[config.mk]
export PLATFORM = sky130hd
export DESIGN_NAME = res_wb_queue
export DESIGN_NICKNAME = d
export VERILOG_FILES = /design/src/rtl/res_wb_queue_pkg.sv /design/src/rtl/res_wb_queue.sv
export SDC_FILE = /design/constraint.sdc
export NUM_CORES = 1
export LEC_CHECK = 0
export BUFFER_PORTS_ARGS = -buffer_cell sky130_fd_sc_hd__buf_4
export CORE_MARGIN = 2
export CORE_UTILIZATION = 60
export DETAILED_ROUTE_END_ITERATION = 10
export GPL_ROUTABILITY_DRIVEN = 0
export GPL_TIMING_DRIVEN = 0
export HOLD_SLACK_MARGIN = 0.12
export PLACE_DENSITY = 0.89
export SKIP_CTS_REPAIR_TIMING = 1
export SYNTH_ARGS = -nofsm -noshare
export SYNTH_HDL_FRONTEND = slang
export SYNTH_SLANG_ARGS = --single-unit
[constraint.sdc]
create_clock -name clk -period 15 [get_ports clk]
set_clock_uncertainty 0.15 [all_clocks]
set_input_delay 0.75 -clock clk [delete_from_list [all_inputs] [get_ports clk]]
set_output_delay 0.75 -clock clk [all_outputs]
set_load 0.02 [all_outputs]
[src/rtl/res_wb_queue_pkg.sv]
// Shared result/branch types for the writeback skid queue and its neighbours.
// Also holds the core-level default queue depth.
package res_wb_queue_pkg;

   localparam int unsigned SQN_W                 = 10;
   localparam int unsigned RES_W                 = 32;
   localparam int unsigned TAG_W                 = 7;
   localparam int unsigned RES_WBQ_DEPTH_DEFAULT = 4;

   typedef logic [SQN_W-1:0] SqN;

   typedef struct packed {
      logic [RES_W-1:0] result;
      logic [TAG_W-1:0] tagDst;
      SqN               sqN;
      logic             valid;
   } RES_UOp;

   typedef struct packed {
      logic taken;
      SqN   sqN;
   } BranchProv;

   // Younger-than-branch test; the signed difference absorbs sqN wrap-around.
   function automatic logic is_killed(input SqN x, input BranchProv br);
      return br.taken && ($signed(SqN'(x - br.sqN)) > 0);
   endfunction

endpackage

[src/rtl/res_wb_queue.sv]
// Writeback skid queue behind a non-stalling ALU port: in-order drain, branch squash, early stall.
// Optional RES_WBQ_BYPASS_EN: an empty queue forwards a live input straight to the output.
module res_wb_queue
   import res_wb_queue_pkg::*;
#(
   parameter int unsigned DEPTH        = RES_WBQ_DEPTH_DEFAULT,
   parameter int unsigned STALL_MARGIN = 2
) (
   input  logic      clk,
   input  logic      rst,
   input  RES_UOp    IN_uop,
   input  BranchProv IN_branch,
   input  logic      IN_wbReady,
   output RES_UOp    OUT_uop,
   output logic      OUT_stall,
   output logic      OUT_empty
);

   localparam int unsigned PTR_W = $clog2(DEPTH);
   localparam int unsigned CNT_W = PTR_W + 1;

   RES_UOp           entries_q [DEPTH];
   RES_UOp           entries_d [DEPTH];
   logic [DEPTH-1:0] occ_q, occ_d;
   logic [DEPTH-1:0] vld_q, vld_d;
   logic [PTR_W-1:0] rd_ptr_q, rd_ptr_d;
   logic [PTR_W-1:0] wr_ptr_q, wr_ptr_d;
   logic [CNT_W-1:0] count_q, count_d;
   logic             stall_q, stall_d;

   RES_UOp head_c;
   logic   head_live_c;
   logic   in_live_c;
   logic   full_c;
   logic   bypass_c;
   logic   deq_c;
   logic   enq_req_c;
   logic   enq_c;

   // Head selection, output mux and next-state computation.
   always_comb begin
      head_c      = entries_q[rd_ptr_q];
      head_live_c = occ_q[rd_ptr_q] && vld_q[rd_ptr_q] && !is_killed(head_c.sqN, IN_branch);
      in_live_c   = IN_uop.valid && !is_killed(IN_uop.sqN, IN_branch);
      full_c      = (count_q == CNT_W'(DEPTH));
`ifdef RES_WBQ_BYPASS_EN
      bypass_c    = in_live_c && (count_q == '0);
`else
      bypass_c    = 1'b0;
`endif

      OUT_uop       = head_c;
      OUT_uop.valid = head_live_c;
      if (bypass_c) begin
         OUT_uop       = IN_uop;
         OUT_uop.valid = 1'b1;
      end

      // Occupied-but-dead heads are dropped without waiting for the grant.
      deq_c     = occ_q[rd_ptr_q] && (!head_live_c || IN_wbReady);
      enq_req_c = in_live_c && !(bypass_c && IN_wbReady);
      enq_c     = enq_req_c && (!full_c || deq_c);

      entries_d = entries_q;
      occ_d     = occ_q;
      rd_ptr_d  = rd_ptr_q;
      wr_ptr_d  = wr_ptr_q;
      for (int i = 0; i < DEPTH; i++) begin
         vld_d[i] = vld_q[i] && !is_killed(entries_q[i].sqN, IN_branch);
      end

      if (deq_c) begin
         occ_d[rd_ptr_q] = 1'b0;
         vld_d[rd_ptr_q] = 1'b0;
         rd_ptr_d        = rd_ptr_q + PTR_W'(1);
      end
      if (enq_c) begin
         entries_d[wr_ptr_q] = IN_uop;
         occ_d[wr_ptr_q]     = 1'b1;
         vld_d[wr_ptr_q]     = 1'b1;
         wr_ptr_d            = wr_ptr_q + PTR_W'(1);
      end

      count_d = count_q + CNT_W'(enq_c) - CNT_W'(deq_c);
      stall_d = (count_d > CNT_W'(DEPTH - STALL_MARGIN - 1));
   end

   always_ff @(posedge clk) begin
      if (rst) begin
         occ_q    <= '0;
         vld_q    <= '0;
         rd_ptr_q <= '0;
         wr_ptr_q <= '0;
         count_q  <= '0;
         stall_q  <= 1'b0;
      end else begin
         occ_q    <= occ_d;
         vld_q    <= vld_d;
         rd_ptr_q <= rd_ptr_d;
         wr_ptr_q <= wr_ptr_d;
         count_q  <= count_d;
         stall_q  <= stall_d;
      end
   end

   // Payload storage needs no reset; occupancy bits qualify it.
   always_ff @(posedge clk) begin
      entries_q <= entries_d;
   end

   always_ff @(posedge clk) begin
      if (!rst) begin
         assert (!(enq_req_c && full_c && !deq_c))
            else $error("res_wb_queue: enqueue into full queue, result dropped");
      end
   end

   assign OUT_stall = stall_q;
   assign OUT_empty = (count_q == '0);

endmodule

==> Implementation_results.wiki <==
{| class="wikitable"
! Metric !! Value
|-
| Category of the worst setup path capture point || flop
|-
| Number of antenna violations at the first check in global routing || 0
|-
| Bufs and invs on worst path || 8
|-
| Worst rel slew slack || 0.4051
|-
| Number of maximum-capacitance constraint violations || 0
|-
| Count of inserted antenna diode cells || 0
|-
| Die area || 18670 um^2
|-
| Post-route setup slack || between 8 and 9 ns
|-
| Share of the synthesized area in the top cell type || 0.5574
|-
| Synth area leader || sky130_fd_sc_hd__edfxtp_1
|-
| Status || finished clean
|-
| Power per cell area || 155.7 nW/um^2
|-
| Avg WL per Cell || 21.67 um
|-
| Fraction of layout cells with a size suffix above 1 || 0.2644
|-
| Layout Area Growth over Synthesis || 18.60%
|-
| # setup viols final || 0
|-
| Buffer type at the clock tree root || sky130_fd_sc_hd__clkbuf_16
|-
| Core ar. || about 17000 um^2
|-
| Global routing usage summed across all routing layers || 0.2572
|-
| Half-perimeter wire length after detailed placement || around 16000 um
|-
| Buffer depth of the longest clock path || 3
|-
| Floorplan die height || about 140 um
|-
| Total number of vias || ~6600
|-
| Top achievable clock speed || between 0.15 and 0.2 GHz
|-
| IR Drop Worst-Case VDD || ~0.14 mV
|-
| Wire length of the first global-routing pass || 35980 um
|-
| Filler cell count || roughly 1000
|-
| Number of levels the H-tree was split into || 1
|-
| Top area cells in the synthesized netlist || sky130_fd_sc_hd__edfxtp_1 (56%), sky130_fd_sc_hd__mux4_2 (11%), sky130_fd_sc_hd__ha_1 (7.6%), sky130_fd_sc_hd__dfxtp_1 (3.0%), sky130_fd_sc_hd__xor2_1 (1.8%)
|-
| Fin util || 0.7266
|-
| Clock sink count || 212
|-
| Hold Violations, Final || 0
|-
| TritonCTS clock tree || built
|-
| Final sum of negative setup slack || 0 ns
|-
| Instance count along the most critical hold path || 1
|-
| Synth Warn # || 0
|-
| DRT Pass-1 Iters || 5
|-
| Top delay family on crit path || buffers and inverters
|-
| Cell chain of the critical path || buf_2, buf_1, mux4_2, inv_1, ha_1, inv_1, fa_1, a21o_1, a221oi_2, xnor2_1, a2111oi_4, nand4b_1, and3_1, buf_6, o21ba_4, inv_2, ha_1, inv_1, ha_1, inv_1, fa_1, xor2_1, xnor2_1, a21oi_1
|-
| Total wirelength of the detailed-routed design || around 23000 um
|-
| Sequential fraction of the synthesis area || 0.5877
|-
| Worst path slowest cell || sky130_fd_sc_hd__buf_1
|-
| Count of port buffers added during placement || about 110
|-
| Maximum number of pins on one net before global-route repair || 36
|-
| Crit share post-route || 0.4132
|-
| Setup repair after global routing missed its margin || no
|-
| Synth async-reset ratio || 0
|-
| Stages on worst setup path || 24
|-
| CTS Buf Count || 22
|-
| Worst-margin pin slew || 0.8924 ns
|-
| Max-slew violation total from the final report || 0
|-
| Maximum fanout count along the critical path || 10
|-
| DIE WIDTH || 136.7 um
|-
| Worst Path Arrival || ~6.4 ns
|-
| Startpoint-to-endpoint class of the critical path || reg -> reg
|-
| Number of enable-type register cells in the synthesized netlist || roughly 200
|-
| Required time reported for the critical path endpoint || roughly 15 ns
|-
| Mean instance size in the synthesized netlist || 15.19 um^2
|-
| Library cells used by synthesis || just over 60
|-
| Worst setup slack before clock tree synthesis || 8.864 ns
|-
| Cell with the most instances after synthesis || sky130_fd_sc_hd__edfxtp_1
|-
| Setup slack, reg-to-reg || slightly below 9 ns
|-
| Final layout net count || 972
|-
| Cell repeated most along the worst path || sky130_fd_sc_hd__inv_1
|-
| Number of global-route vias before repair || ~6800
|-
| Total global routing overflow || 0
|-
| Leakage power total || between 4 and 5 nW
|-
| Register bit total from synthesis || approximately 210
|-
| DRT antenna net count || 0
|-
| Std cell rows || 48
|-
| Count of routing violations after the opening detailed-route iteration || 401
|-
| Initial standard-cell utilization of the core || 0.6126
|-
| Clock insertion delay at the later pin of the skew report || between 0.5 and 0.6 ns
|-
| Syn Inst Count || 695
|-
| Time the final worst path needs with I/O delays and setup || about 6.2 ns
|-
| Syn Std Cell Area || about 11000 um^2
|-
| Synthesized netlist net count || 830
|-
| Prevailing post-synth register cell || sky130_fd_sc_hd__edfxtp_1
|-
| Num ports || 116
|-
| DR DRC count || 0
|-
| Depth of the worst register-to-register path || 24
|-
| Commonest cells in the netlist || sky130_fd_sc_hd__edfxtp_1 (196), sky130_fd_sc_hd__ha_1 (64), sky130_fd_sc_hd__mux4_2 (51)
|-
| Max incr delay on CP || roughly 0.7 ns
|-
| Classification of the worst-slack hold path || in -> reg
|-
| Clock slew at the register clock pins of the worst setup and hold paths || 0.06 ns
|-
| DR vias/cell || around 6.1
|-
| Launching element type of the critical path || flop
|}
-- metrics by stage --
step	cells	power (mW)	hold WS (ns)	area [um^2]
2_1_floorplan	695	1.186	0.2990	10560
3_3_place_gp	1034	1.379	0.3037	11700
3_5_place_dp	1038	1.403	0.3185	11780
4_1_cts	1076	1.962	0.2732	12520
5_1_grt	1076	2.032	0.2740	12520
6_report	1076	1.950	0.2875	12520
-- state kept, by name, summed over array words and instances, names as in the netlist --
signal	count
OUT_stall	1
count_q	3
entries_q	196
occ_q	4
rd_ptr_q	2
vld_q	4
wr_ptr_q	2
-- power breakdown --
group / internal [mW] / switching, mW
clock network: 0.334 / 0.215
logic: 0.301 / 0.369
registers: 0.708 / 0.0220
total: 1.34 / 0.606
-- layout make-up --
class	count	area [um^2]	area share
Sequential cell	212	6206	0.4956
Buffer	17	76.32	0.006094
Timing Repair Buffer	118	935.9	0.07473
Multi-Input combinational cell	427	4135	0.3302
Clock buffer	26	595.6	0.04756
Inverter	39	146.4	0.01169
Clock inverter	12	146.4	0.01169
Tap cell	225	281.5	0.02248
-- cells by family (layout without fill, tap and decap cells) --
logic type      Yosys count  count (layout)  share of synthesized area
flops                   212             212                     0.5877
simple gates            139             139                    0.07371
compound gates          123             123                    0.08283
fa+ha+maj                71              71                    0.08911
mux                      56              56                     0.1140
buf+inv                  56             212                    0.02109
xor+xnor                 38              38                    0.03152
-- final timing paths --
check	startpoint	end
setup / recovery	rd_ptr_q[0]$_SDFFE_PP0N_	OUT_stall$_SDFF_PP0_
hold / removal	IN_uop[42]	entries_q[42]$_DFFE_PP_
setup reg to reg	rd_ptr_q[0]$_SDFFE_PP0N_	OUT_stall$_SDFF_PP0_
hold reg to reg	occ_q[2]$_SDFF_PP0_	occ_q[2]$_SDFF_PP0_
-- placed cells by master, fill, tap and decap left out, types with 5 or more instances in the layout --
master,n
sky130_fd_sc_hd__a21oi_1,27
sky130_fd_sc_hd__dfxtp_1,16
sky130_fd_sc_hd__nand4_1,5
sky130_fd_sc_hd__clkbuf_1,10
sky130_fd_sc_hd__clkinv_2,5
sky130_fd_sc_hd__o32ai_1,8
sky130_fd_sc_hd__nand2_1,14
sky130_fd_sc_hd__mux4_2,51
sky130_fd_sc_hd__nor3_1,12
sky130_fd_sc_hd__inv_1,38
sky130_fd_sc_hd__a21o_1,10
sky130_fd_sc_hd__o21a_1,10
sky130_fd_sc_hd__xor2_1,22
sky130_fd_sc_hd__fa_1,7
sky130_fd_sc_hd__buf_4,115
sky130_fd_sc_hd__buf_1,5
sky130_fd_sc_hd__nor2b_1,13
sky130_fd_sc_hd__xnor2_1,16
sky130_fd_sc_hd__o21ai_0,25
sky130_fd_sc_hd__nand2b_1,19
sky130_fd_sc_hd__a211oi_1,8
sky130_fd_sc_hd__clkbuf_16,22
sky130_fd_sc_hd__or2_2,8
sky130_fd_sc_hd__nand3_1,9
sky130_fd_sc_hd__edfxtp_1,196
sky130_fd_sc_hd__nor2_1,25
sky130_fd_sc_hd__ha_1,64
-- per-layer routing --
metal  vias up  GRT usage  part of all wire
li1       3040          -                 -
met1      3286     0.3208              0.39
met2       243     0.4389              0.51
met3        48    0.06852             0.080
met4         0    0.08507             0.024
met5         -          0                 0
Note: power is estimated with default switching activity, not from simulation.
